`config.mk`:
```
export PLATFORM = sky130hd
export DESIGN_NAME = led_pattern_sequencer
export DESIGN_NICKNAME = d
export VERILOG_FILES = /design/src/rtl/led_seq_pkg.sv /design/src/rtl/led_pattern_sequencer_btn_debounce.sv /design/src/rtl/led_pattern_sequencer.sv
export SDC_FILE = /design/constraint.sdc
export NUM_CORES = 1
export LEC_CHECK = 0
export CAP_MARGIN = 5
export CORE_ASPECT_RATIO = 0.9
export CORE_MARGIN = 2
export CORE_UTILIZATION = 50
export DETAILED_ROUTE_END_ITERATION = 7
export PLACE_DENSITY = 0.75
export SLEW_MARGIN = 25
export SYNTH_ARGS = -nofsm -noshare
export SYNTH_HDL_FRONTEND = slang
export SYNTH_SLANG_ARGS = --single-unit
```
`constraint.sdc`:
```
create_clock -name clk -period 1.9 [get_ports clk]
set_clock_uncertainty 0.05 [all_clocks]
set_input_delay 0.285 -clock clk [delete_from_list [all_inputs] [get_ports clk]]
set_output_delay 0.285 -clock clk [all_outputs]
set_load 0.02 [all_outputs]
```
`src/rtl/led_seq_pkg.sv`:
```
// -----------------------------------------------------------------------------
// led_seq_pkg
// Shared definitions for the LED pattern sequencer: pattern width, animation
// mode encodings, bounce direction encodings, per-mode seed patterns and the
// small helpers that map a mode to its successor and to its seed.
// -----------------------------------------------------------------------------
package led_seq_pkg;

   localparam int LED_W     = 8;
   localparam int NUM_MODES = 5;

   typedef enum logic [2:0] {
      MODE_ROT_R  = 3'd0,
      MODE_ROT_L  = 3'd1,
      MODE_BOUNCE = 3'd2,
      MODE_BLINK  = 3'd3,
      MODE_COUNT  = 3'd4
   } mode_e;

   typedef enum logic {
      DIR_LEFT  = 1'b0,
      DIR_RIGHT = 1'b1
   } dir_e;

   localparam logic [LED_W-1:0] SEED_ROT_R  = 8'h01;
   localparam logic [LED_W-1:0] SEED_ROT_L  = 8'h01;
   localparam logic [LED_W-1:0] SEED_BOUNCE = 8'h01;
   localparam logic [LED_W-1:0] SEED_BLINK  = 8'h0F;
   localparam logic [LED_W-1:0] SEED_COUNT  = 8'h00;

   // Mode that a mode-button press moves to; the last legal mode wraps to 0.
   function automatic mode_e next_mode(input mode_e m);
      if (m == mode_e'(NUM_MODES - 1)) begin
         return MODE_ROT_R;
      end else begin
         return mode_e'(m + 3'd1);
      end
   endfunction

   // Pattern loaded when a mode is entered; illegal encodings fall back to 8'h01.
   function automatic logic [LED_W-1:0] mode_seed(input mode_e m);
      case (m)
         MODE_ROT_R:  return SEED_ROT_R;
         MODE_ROT_L:  return SEED_ROT_L;
         MODE_BOUNCE: return SEED_BOUNCE;
         MODE_BLINK:  return SEED_BLINK;
         MODE_COUNT:  return SEED_COUNT;
         default:     return SEED_ROT_R;
      endcase
   endfunction

endpackage

```
`src/rtl/led_pattern_sequencer_btn_debounce.sv`:
```
// -----------------------------------------------------------------------------
// btn_debounce
// Synchronises one raw active-low push-button into clk, debounces it and emits
// a single-cycle pulse when the debounced level goes from released to pressed.
//
// Ports:
//   clk      system clock, posedge
//   rst      synchronous active-low reset
//   btn_n    raw asynchronous button pin, 0 = pressed
//   pressed  one-cycle pulse on an accepted press (release gives no pulse)
// -----------------------------------------------------------------------------
module btn_debounce #(
   parameter int DEBOUNCE_CYCLES = 120_000
) (
   input  logic clk,
   input  logic rst,
   input  logic btn_n,
   output logic pressed
);

   localparam int CW = (DEBOUNCE_CYCLES > 1) ? $clog2(DEBOUNCE_CYCLES) : 1;
   localparam logic [CW-1:0] CNT_LAST = CW'(DEBOUNCE_CYCLES - 1);

   logic          sync1_r;
   logic          sync2_r;
   logic          stable_r;
   logic [CW-1:0] cnt_r;
   logic          pressed_r;

   logic          stable_nxt_s;
   logic [CW-1:0] cnt_nxt_s;
   logic          pressed_nxt_s;

   // Debounce decision: count consecutive cycles where the synced level differs from the accepted level.
   always_comb begin
      stable_nxt_s  = stable_r;
      cnt_nxt_s     = {CW{1'b0}};
      pressed_nxt_s = 1'b0;
      if (sync2_r == stable_r) begin
         cnt_nxt_s = {CW{1'b0}};
      end else if (cnt_r == CNT_LAST) begin
         // The disagreement has now lasted DEBOUNCE_CYCLES cycles: accept it.
         stable_nxt_s  = sync2_r;
         pressed_nxt_s = ~sync2_r;
      end else begin
         cnt_nxt_s = cnt_r + CW'(1'b1);
      end
   end

   // Synchroniser, debounce state and registered press pulse.
   always_ff @(posedge clk) begin
      if (!rst) begin
         sync1_r   <= 1'b1;
         sync2_r   <= 1'b1;
         stable_r  <= 1'b1;
         cnt_r     <= {CW{1'b0}};
         pressed_r <= 1'b0;
      end else begin
         sync1_r   <= btn_n;
         sync2_r   <= sync1_r;
         stable_r  <= stable_nxt_s;
         cnt_r     <= cnt_nxt_s;
         pressed_r <= pressed_nxt_s;
      end
   end

   assign pressed = pressed_r;

endmodule

```
`src/rtl/led_pattern_sequencer.sv`:
```
// -----------------------------------------------------------------------------
// led_pattern_sequencer
// Generates a programmable-rate step tick and animates an 8-bit LED pattern
// through five modes. A debounced mode button cycles the animation, a
// debounced speed button cycles the step rate (base rate << speed).
//
// Ports:
//   clk        system clock, posedge
//   rst        synchronous active-low reset
//   btn_mode   raw mode button, active-low
//   btn_speed  raw speed button, active-low
//   led        current pattern
//   mode       current mode encoding
//   speed      current speed level 0..3
//   tick       one-cycle strobe in the cycle the pattern advances
// -----------------------------------------------------------------------------
module led_pattern_sequencer
   import led_seq_pkg::*;
#(
   parameter int CLK_HZ          = 12_000_000,
   parameter int TICK_HZ         = 1,
   parameter int DEBOUNCE_CYCLES = 120_000
) (
   input  logic             clk,
   input  logic             rst,
   input  logic             btn_mode,
   input  logic             btn_speed,
   output logic [LED_W-1:0] led,
   output logic [2:0]       mode,
   output logic [1:0]       speed,
   output logic             tick
);

   localparam int PRESC0 = CLK_HZ / TICK_HZ;
   localparam int PW     = (PRESC0 > 1) ? $clog2(PRESC0) : 1;

   // Down-counter reload value for a given speed level: period is PRESC0 >> s.
   function automatic logic [PW-1:0] reload_val(input logic [1:0] s);
      return PW'((PRESC0 >> s) - 32'sd1);
   endfunction

   logic             mode_ev_s;
   logic             speed_ev_s;

   logic [LED_W-1:0] led_r;
   mode_e            mode_r;
   dir_e             dir_r;
   logic [1:0]       speed_r;
   logic [PW-1:0]    presc_r;
   logic             tick_r;

   logic [LED_W-1:0] led_nxt_s;
   mode_e            mode_nxt_s;
   dir_e             dir_nxt_s;
   logic [1:0]       speed_nxt_s;
   logic [PW-1:0]    presc_nxt_s;
   logic             tick_nxt_s;

   btn_debounce #(
      .DEBOUNCE_CYCLES (DEBOUNCE_CYCLES)
   ) u_btn_mode (
      .clk     (clk),
      .rst     (rst),
      .btn_n   (btn_mode),
      .pressed (mode_ev_s)
   );

   btn_debounce #(
      .DEBOUNCE_CYCLES (DEBOUNCE_CYCLES)
   ) u_btn_speed (
      .clk     (clk),
      .rst     (rst),
      .btn_n   (btn_speed),
      .pressed (speed_ev_s)
   );

   // Next-state logic: button events take precedence over (and swallow) a tick.
   always_comb begin
      led_nxt_s   = led_r;
      mode_nxt_s  = mode_r;
      dir_nxt_s   = dir_r;
      speed_nxt_s = speed_r;
      presc_nxt_s = presc_r - PW'(1'b1);
      tick_nxt_s  = 1'b0;

      if (mode_ev_s || speed_ev_s) begin
         if (mode_ev_s) begin
            mode_nxt_s = next_mode(mode_r);
            led_nxt_s  = mode_seed(next_mode(mode_r));
            dir_nxt_s  = DIR_LEFT;
         end else begin
            mode_nxt_s = mode_r;
            led_nxt_s  = led_r;
            dir_nxt_s  = dir_r;
         end
         if (speed_ev_s) begin
            speed_nxt_s = speed_r + 2'd1;
         end else begin
            speed_nxt_s = speed_r;
         end
         // Restart the step period so the new mode/speed begins with a full period.
         presc_nxt_s = reload_val(speed_nxt_s);
      end else if (presc_r == {PW{1'b0}}) begin
         tick_nxt_s  = 1'b1;
         presc_nxt_s = reload_val(speed_r);
         case (mode_r)
            MODE_ROT_R: begin
               led_nxt_s = {led_r[0], led_r[LED_W-1:1]};
            end
            MODE_ROT_L: begin
               led_nxt_s = {led_r[LED_W-2:0], led_r[LED_W-1]};
            end
            MODE_BOUNCE: begin
               // Reversal happens in the same tick as reaching an end, so the
               // end LED is shown for exactly one step.
               if (dir_r == DIR_LEFT) begin
                  if (led_r == 8'h80) begin
                     dir_nxt_s = DIR_RIGHT;
                     led_nxt_s = {1'b0, led_r[LED_W-1:1]};
                  end else begin
                     led_nxt_s = {led_r[LED_W-2:0], 1'b0};
                  end
               end else begin
                  if (led_r == 8'h01) begin
                     dir_nxt_s = DIR_LEFT;
                     led_nxt_s = {led_r[LED_W-2:0], 1'b0};
                  end else begin
                     led_nxt_s = {1'b0, led_r[LED_W-1:1]};
                  end
               end
            end
            MODE_BLINK: begin
               led_nxt_s = ~led_r;
            end
            MODE_COUNT: begin
               led_nxt_s = led_r + 8'd1;
            end
            default: begin
               // Illegal encoding: recover to the power-on animation.
               mode_nxt_s = MODE_ROT_R;
               led_nxt_s  = SEED_ROT_R;
               dir_nxt_s  = DIR_LEFT;
            end
         endcase
      end else begin
         presc_nxt_s = presc_r - PW'(1'b1);
      end
   end

   // Pattern, mode, speed, prescaler and tick registers.
   always_ff @(posedge clk) begin
      if (!rst) begin
         led_r   <= SEED_ROT_R;
         mode_r  <= MODE_ROT_R;
         dir_r   <= DIR_LEFT;
         speed_r <= 2'd0;
         presc_r <= reload_val(2'd0);
         tick_r  <= 1'b0;
      end else begin
         led_r   <= led_nxt_s;
         mode_r  <= mode_nxt_s;
         dir_r   <= dir_nxt_s;
         speed_r <= speed_nxt_s;
         presc_r <= presc_nxt_s;
         tick_r  <= tick_nxt_s;
      end
   end

   assign led   = led_r;
   assign mode  = mode_r;
   assign speed = speed_r;
   assign tick  = tick_r;

endmodule
```
==> impl_metrics.csv, run 1 <==
group,metric,value,unit
sta,period_share,1.11,
sta,hold_slack,0.365,ns
worst_hold_path,worstHoldEndpoint,"u_btn_speed.sync2_r$_SDFF_PN1_",
critical_path,path_max_fanout,7,
place,dpl-instance-area,5180,um2
global_routing,grt_max_degree,23,
cts,cts_buffers,9,
route,drcViolationCount,0,
finish,layout-drive-gt1-share,0.237,
yosys,yosysSeqAreaShare,0.370,
sta,worst_slack,-0.211,ns
sta,post-route-min-period,2.11,ns
die,die_w,103,um
critical_path,reg2regPathDepth,6,
route,ant_nets,0,
sta,fin_setup_tns,-3.26,ns
finish,area_delta_synth_final,28.5,%
cts,insertion_delay,0.36,ns
route,vias_per_cell,5.58,
finish,fin_util,0.660,
yosys,synth_edf_count,0,
global_routing,grt_use_total,0.235,
cts,cts_tree,"built",
critical_path,required,2.11,ns
critical_path,reg2reg_from,"presc_r[17]$_SDFF_PN1_",
finish,fillers,713,
yosys,syn_nets,548,
power_and_ir_drop,leakage,0.00214,uW
critical_path,crit_type,"reg2reg",
cts,cts_root_buffer,"clkbuf_8",
critical_path,crit_start,"presc_r[17]$_SDFF_PN1_",
die,die_y,92.8,um
die,initial_core_util,0.513,
finish,fin_area,5630,um2
run_status,violations,"setup timing",
critical_path,crit_arrival,2.32,ns
critical_path,worstPathCellList,"or4_4, buf_4, nor4_4, and4_4, a21oi_1, a32o_1",
place,place.port_buffers,17,
critical_path,rrSetupSlack,-0.21,ns
power_and_ir_drop,power_density,530,nW/um2
route,drtIter0Drc,282,
sta,worst_pin_slew,0.478,ns
place,dpl.cell_count,706,
yosys,syn-cell-area,4380,um2
run_status,outcome,"complete, but fails checks",
sta,finalHoldViolCount,0,
cts,cts_htree_levels,3,
global_routing,antenna_found_initial,0,
die,die-area,9520,um2
yosys,synth_warnings,0,
global_routing,grt_pass1_wl,17900,um
sta,maxSlewViolCount,0,
worst_hold_path,min_from,"u_btn_speed.sync1_r$_SDFF_PN1_",
finish,final-seq-area,1640,um2
route,wl_per_cell,15.0,um
route,wl,11000,um
global_routing,gr-total-overflow,0,
critical_path,cp-end-kind,"flip-flop",
worst_hold_path,hold_depth,1,
sta,rsz0062_at_grt,"true",
yosys,synth-seq-cells,81,
cts,clockBufferDepth,2,
sta,setup_viol,30,
critical_path,cpPeakStageDelay,0.55,ns
route,drt_first_pass_iters,5,
run,maxCapViolCount,0,
yosys,ys.flop_type,"dfxtp_1",
sta,fmax,0.474,GHz
sta,slew_headroom,0.678,
cts,clk_pin_slew,0.09,ns
global_routing,grt_pass1_vias,3829,
route,routed-via-count,4087,
die,io_pins,18,
yosys,ys_types,57,
critical_path,cp-start-kind,"flip-flop",
finish,final_common_cell,"buf_4",
cts,clock_sinks,81,
place,place_congestion,1.01,
power_and_ir_drop,irDropWorstVdd,0.492,mV
critical_path,crit_slowest_cell,"or4_4",
yosys,avgSynthCellArea,8.44,um2
finish,antennaDiodeCount,0,
yosys,ys_async_sr_fraction,0,
critical_path,r2r_end,"presc_r[13]$_SDFF_PN0_",
place,dpl.hpwl,7960,um
worst_hold_path,hold_path.class,"reg2reg",
finish,final_cell_mix,"buf_4, dfxtp_1, nor2_1, nand2_1, xnor2_1",
die,placementRows,32,
die,core_area,8530,um2
yosys,syn-instance-count,519,
finish,finalNonFillerCells,732,
finish,multiInputGateArea,2760,um2
finish,final_nets,637,
[logic make-up after synthesis]
group | after synthesis | synth area share
AOI/OAI and AO/OA | 94 | 0.144
muxes | 4 | 0.00914
adders and majority gates | 25 | 0.0714
and+or+nand+nor | 217 | 0.261
DFF | 81 | 0.370
buffers and inverters | 46 | 0.0400
xor gates and xnor gates | 52 | 0.104
[critical path: cells and delay by family, from the launching register on]
family	cells	cell delay [ns]
buffers and inverters	1	0.17
flip-flops	1	0.33
AO/OA/AOI/OAI	2	0.30
AND/OR/NAND/NOR	3	1.16
[repair_timing]
item                       in CTS  in global routing
setup endpoints to repair      30                 42
pin swaps                       0                 15
resized for setup               9                 44
gates cloned                    0                  1
hold buffers                    0                  0
setup buffers                   2                  7
[through the flow]
step / setup slack (ns) / power [uW]
after floorplan: -0.0565 / 1790
after global placement: -0.148 / 1840
after global routing: -0.267 / 3090
after detailed placement: -0.186 / 1840
final: -0.211 / 2980
after CTS: -0.164 / 3000
[state kept, by name, summed over array words and instances, names as in the netlist]
register,count
u_btn_speed.sync1_r,1
u_btn_speed.pressed,1
tick,1
u_btn_mode.stable_r,1
dir_r,1
u_btn_mode.pressed,1
u_btn_speed.stable_r,1
u_btn_mode.sync1_r,1
u_btn_mode.cnt_r,17
u_btn_speed.cnt_r,17
u_btn_speed.sync2_r,1
u_btn_mode.sync2_r,1
presc_r,24
led,8
speed,2
mode,3
[per-layer routing]
layer	part of all wire	global-route usage
met1	0.45	0.316
met2	0.48	0.375
met3	0.057	0.0536
met4	0.012	0.0700
met5	0	0
[cells in the mapped netlist (3+ instances only)]
master	n	area share
or3_1	4	0.0057
nand2_1	38	0.033
or4_1	4	0.0069
or2_2	4	0.0057
nand4_1	10	0.014
o211ai_1	4	0.0069
dfxtp_1	81	0.37
a21o_1	5	0.0086
o31ai_1	3	0.0051
a221oi_1	3	0.0060
and3_1	8	0.011
nor4_1	10	0.014
nor2b_1	5	0.0071
o21a_1	4	0.0069
nand3_1	19	0.022
clkbuf_1	19	0.016
o21ai_0	23	0.026
a31o_2	3	0.0060
nor4bb_1	3	0.0069
nand2b_1	5	0.0071
a31oi_1	9	0.013
o22ai_1	3	0.0043
xnor2_1	28	0.056
xor2_1	24	0.048
inv_1	24	0.021
nor3_1	19	0.022
ha_1	25	0.071
nor2_1	66	0.057
a21oi_1	18	0.021
mux2i_1	4	0.0091
and4_1	6	0.012
and2_1	4	0.0057
[cell type report]
class / count / share of cell area
clock buffers: 10 / 0.0227
multi-input cells: 393 / 0.491
well taps: 119 / 0.0265
flip-flops and latches: 81 / 0.291
repair buffers: 99 / 0.144
clock inverters: 6 / 0.00912
inverters: 24 / 0.0160
[power by group]
| part | total, uW | internal, uW | switching [uW] |
|---|---|---|---|
| clock network | 1170 | 494 | 676 |
| logic | 96.7 | 42.5 | 54.2 |
| registers | 1710 | 1700 | 8.28 |
| total | 2980 | 2240 | 739 |
[worst max-delay path by stage]
stage	end	slack, ns	depth (start not counted)
2_1_floorplan	presc_r[15]$_SDFF_PN0_	-0.06	5
3_3_place_gp	presc_r[13]$_SDFF_PN0_	-0.15	5
3_5_place_dp	presc_r[13]$_SDFF_PN0_	-0.19	5
4_1_cts	led[1]$_SDFFE_PN0P_	-0.16	5
5_1_grt	presc_r[13]$_SDFF_PN0_	-0.27	6
6_report	presc_r[13]$_SDFF_PN0_	-0.21	6
No activity file was read; power rests on OpenSTA's default activity.
==> run 2, diff against run 1 <==
Settings changed: ABC_CLOCK_PERIOD_IN_PS set to 1900, RECOVER_POWER set to 100.
==> impl_metrics.csv, run 2 (synthesis results as in run 1) <==
group,metric,value,unit
sta,period_share,1.11,
die,placementRows,32,
sta,worst_pin_slew,0.479,ns
finish,finalNonFillerCells,732,
cts,hold_buffers,0,
run,maxCapViolCount,0,
route,drtIter0Drc,280,
place,pre_cts_ws,-0.186,ns
critical_path,worstPathCellList,"or4_4, buf_4, nor4_4, and4_4, a21oi_1, a32o_1",
critical_path,cpPeakStageDelay,0.55,ns
sta,slew_headroom,0.678,
worst_hold_path,worstHoldEndpoint,"u_btn_speed.sync2_r$_SDFF_PN1_",
critical_path,crit_type,"reg2reg",
worst_hold_path,min_from,"u_btn_speed.sync1_r$_SDFF_PN1_",
critical_path,reg2regPathDepth,6,
die,die_y,92.8,um
place,dpl-instance-area,5180,um2
critical_path,reg2reg_from,"presc_r[17]$_SDFF_PN1_",
finish,final_common_cell,"buf_4",
critical_path,cp-start-kind,"flip-flop",
sta,finalHoldViolCount,0,
sta,maxSlewViolCount,0,
route,wl,11000,um
critical_path,crit_arrival,2.32,ns
finish,largest_reg_flops,24,
global_routing,grt_max_degree,23,
finish,area_delta_synth_final,28.2,%
critical_path,path_max_fanout,7,
cts,clk_pin_slew,0.09,ns
critical_path,cp_top_family,"simple AND/OR/NAND/NOR gates",
route,ant_nets,0,
sta,rsz0062_at_grt,"true",
route,routed-via-count,4097,
die,die-area,9520,um2
sta,post-route-min-period,2.11,ns
critical_path,crit_slowest_cell,"or4_4",
die,die_w,103,um
critical_path,rrSetupSlack,-0.21,ns
worst_hold_path,hold_depth,1,
cts,clock_sinks,81,
route,wl_per_cell,15.0,um
finish,final_nets,637,
finish,final-seq-area,1630,um2
power_and_ir_drop,power_density,530,nW/um2
route,drcViolationCount,0,
global_routing,grt_pass1_vias,3829,
finish,multiInputGateArea,2760,um2
finish,layout-drive-gt1-share,0.233,
die,initial_core_util,0.513,
route,vias_per_cell,5.60,
power_and_ir_drop,leakage,0.00214,uW
cts,cts_tree,"built",
global_routing,grt_pass1_wl,17900,um
cts,cts_root_buffer,"clkbuf_8",
run_status,outcome,"complete, but fails checks",
finish,largest_registers,"presc_r x24, u_btn_mode.cnt_r x17, u_btn_speed.cnt_r x17",
die,core_area,8530,um2
global_routing,antenna_found_initial,0,
finish,largest_register,"presc_r",
critical_path,r2r_end,"presc_r[13]$_SDFF_PN0_",
global_routing,gr-total-overflow,0,
sta,worst_slack,-0.209,ns
critical_path,required,2.11,ns
place,place.port_buffers,17,
place,dpl.cell_count,706,
power_and_ir_drop,irDropWorstVdd,0.492,mV
finish,antennaDiodeCount,0,
sta,fin_setup_tns,-3.26,ns
run_status,violations,"setup timing",
cts,insertion_delay,0.36,ns
global_routing,grt_use_total,0.235,
worst_hold_path,hold_path.class,"reg2reg",
route,drt_first_pass_iters,5,
critical_path,crit_buf_inv,1,
cts,clockBufferDepth,2,
finish,final_cell_mix,"buf_4, dfxtp_1, nor2_1, nand2_1, xnor2_1",
finish,fin_area,5610,um2
sta,fmax,0.474,GHz
place,dpl.hpwl,7960,um
critical_path,cp-end-kind,"flip-flop",
finish,fillers,715,
cts,cts_buffers,9,
cts,cts_htree_levels,3,
place,place_congestion,1.01,
sta,setup_viol,30,
die,io_pins,18,
## run 2: cell count changes in the layout (fill, tap and decap cells not counted), sizes merged
| cell | change |
|---|---|
| dlygate4sd3 | +9 |
| buf | -3 |
| clkbuf | +4 |
| clkdlybuf4s50 | -9 |
| dlymetal6s2s | -1 |
## run 2: per-stage QoR
stage | utilization | hold WS (ns) | total power [uW]
3_3_place_gp | 0.608 | 0.342 | 1840
2_1_floorplan | - | 0.336 | 1790
5_1_grt | 0.658 | 0.392 | 3090
3_5_place_dp | 0.608 | 0.351 | 1840
6_report | 0.658 | 0.367 | 2980
4_1_cts | 0.635 | 0.374 | 3000
## run 2: worst register-to-register path: cells and delay by family (launching register included)
family                 cells  cell delay, ns
AO/OA/AOI/OAI              2            0.30
buffers and inverters      1            0.17
flip-flops                 1            0.33
AND/OR/NAND/NOR            3            1.16
## run 2: power breakdown
part           total, uW  internal [uW]  switching [uW]
logic               96.4           42.1            54.3
clock network       1170            494             674
registers           1710           1700            8.41
total               2980           2240             737
## run 2: worst max path at each step
stage	start	end	slack [ns]	depth (start not counted)
finish	presc_r[17]$_SDFF_PN1_	presc_r[13]$_SDFF_PN0_	-0.21	6
global route	presc_r[17]$_SDFF_PN1_	presc_r[13]$_SDFF_PN0_	-0.27	6
CTS	presc_r[17]$_SDFF_PN1_	led[1]$_SDFFE_PN0P_	-0.16	5
detailed placement	presc_r[17]$_SDFF_PN1_	presc_r[13]$_SDFF_PN0_	-0.19	5
global placement	presc_r[17]$_SDFF_PN1_	presc_r[13]$_SDFF_PN0_	-0.15	5
floorplan	presc_r[17]$_SDFF_PN1_	presc_r[15]$_SDFF_PN0_	-0.06	5
## run 2: area by class of cell
| cell class | instances | share of cell area |
|---|---|---|
| multi-input cells | 393 | 0.492 |
| flip-flops and latches | 81 | 0.291 |
| repair buffers | 99 | 0.143 |
| well taps | 119 | 0.0265 |
| clock buffers | 10 | 0.0227 |
| inverters | 24 | 0.0160 |
| clock inverters | 6 | 0.00914 |
## run 2: what timing repair did
action,in CTS,in global routing
endpoints found under the setup margin,30,42
setup buffers,2,7
pin swaps,0,15
gates resized for setup,9,44
cloned,0,1
## run 2: metal layers
metal / GRT usage / vias up / routed length (um)
met2: 0.375 / 133 / 5280
met1: 0.316 / 1931 / 4900
li1: - / 2017 / -
met5: 0 / - / 0
met4: 0.0700 / 0 / 142
met3: 0.0536 / 16 / 635
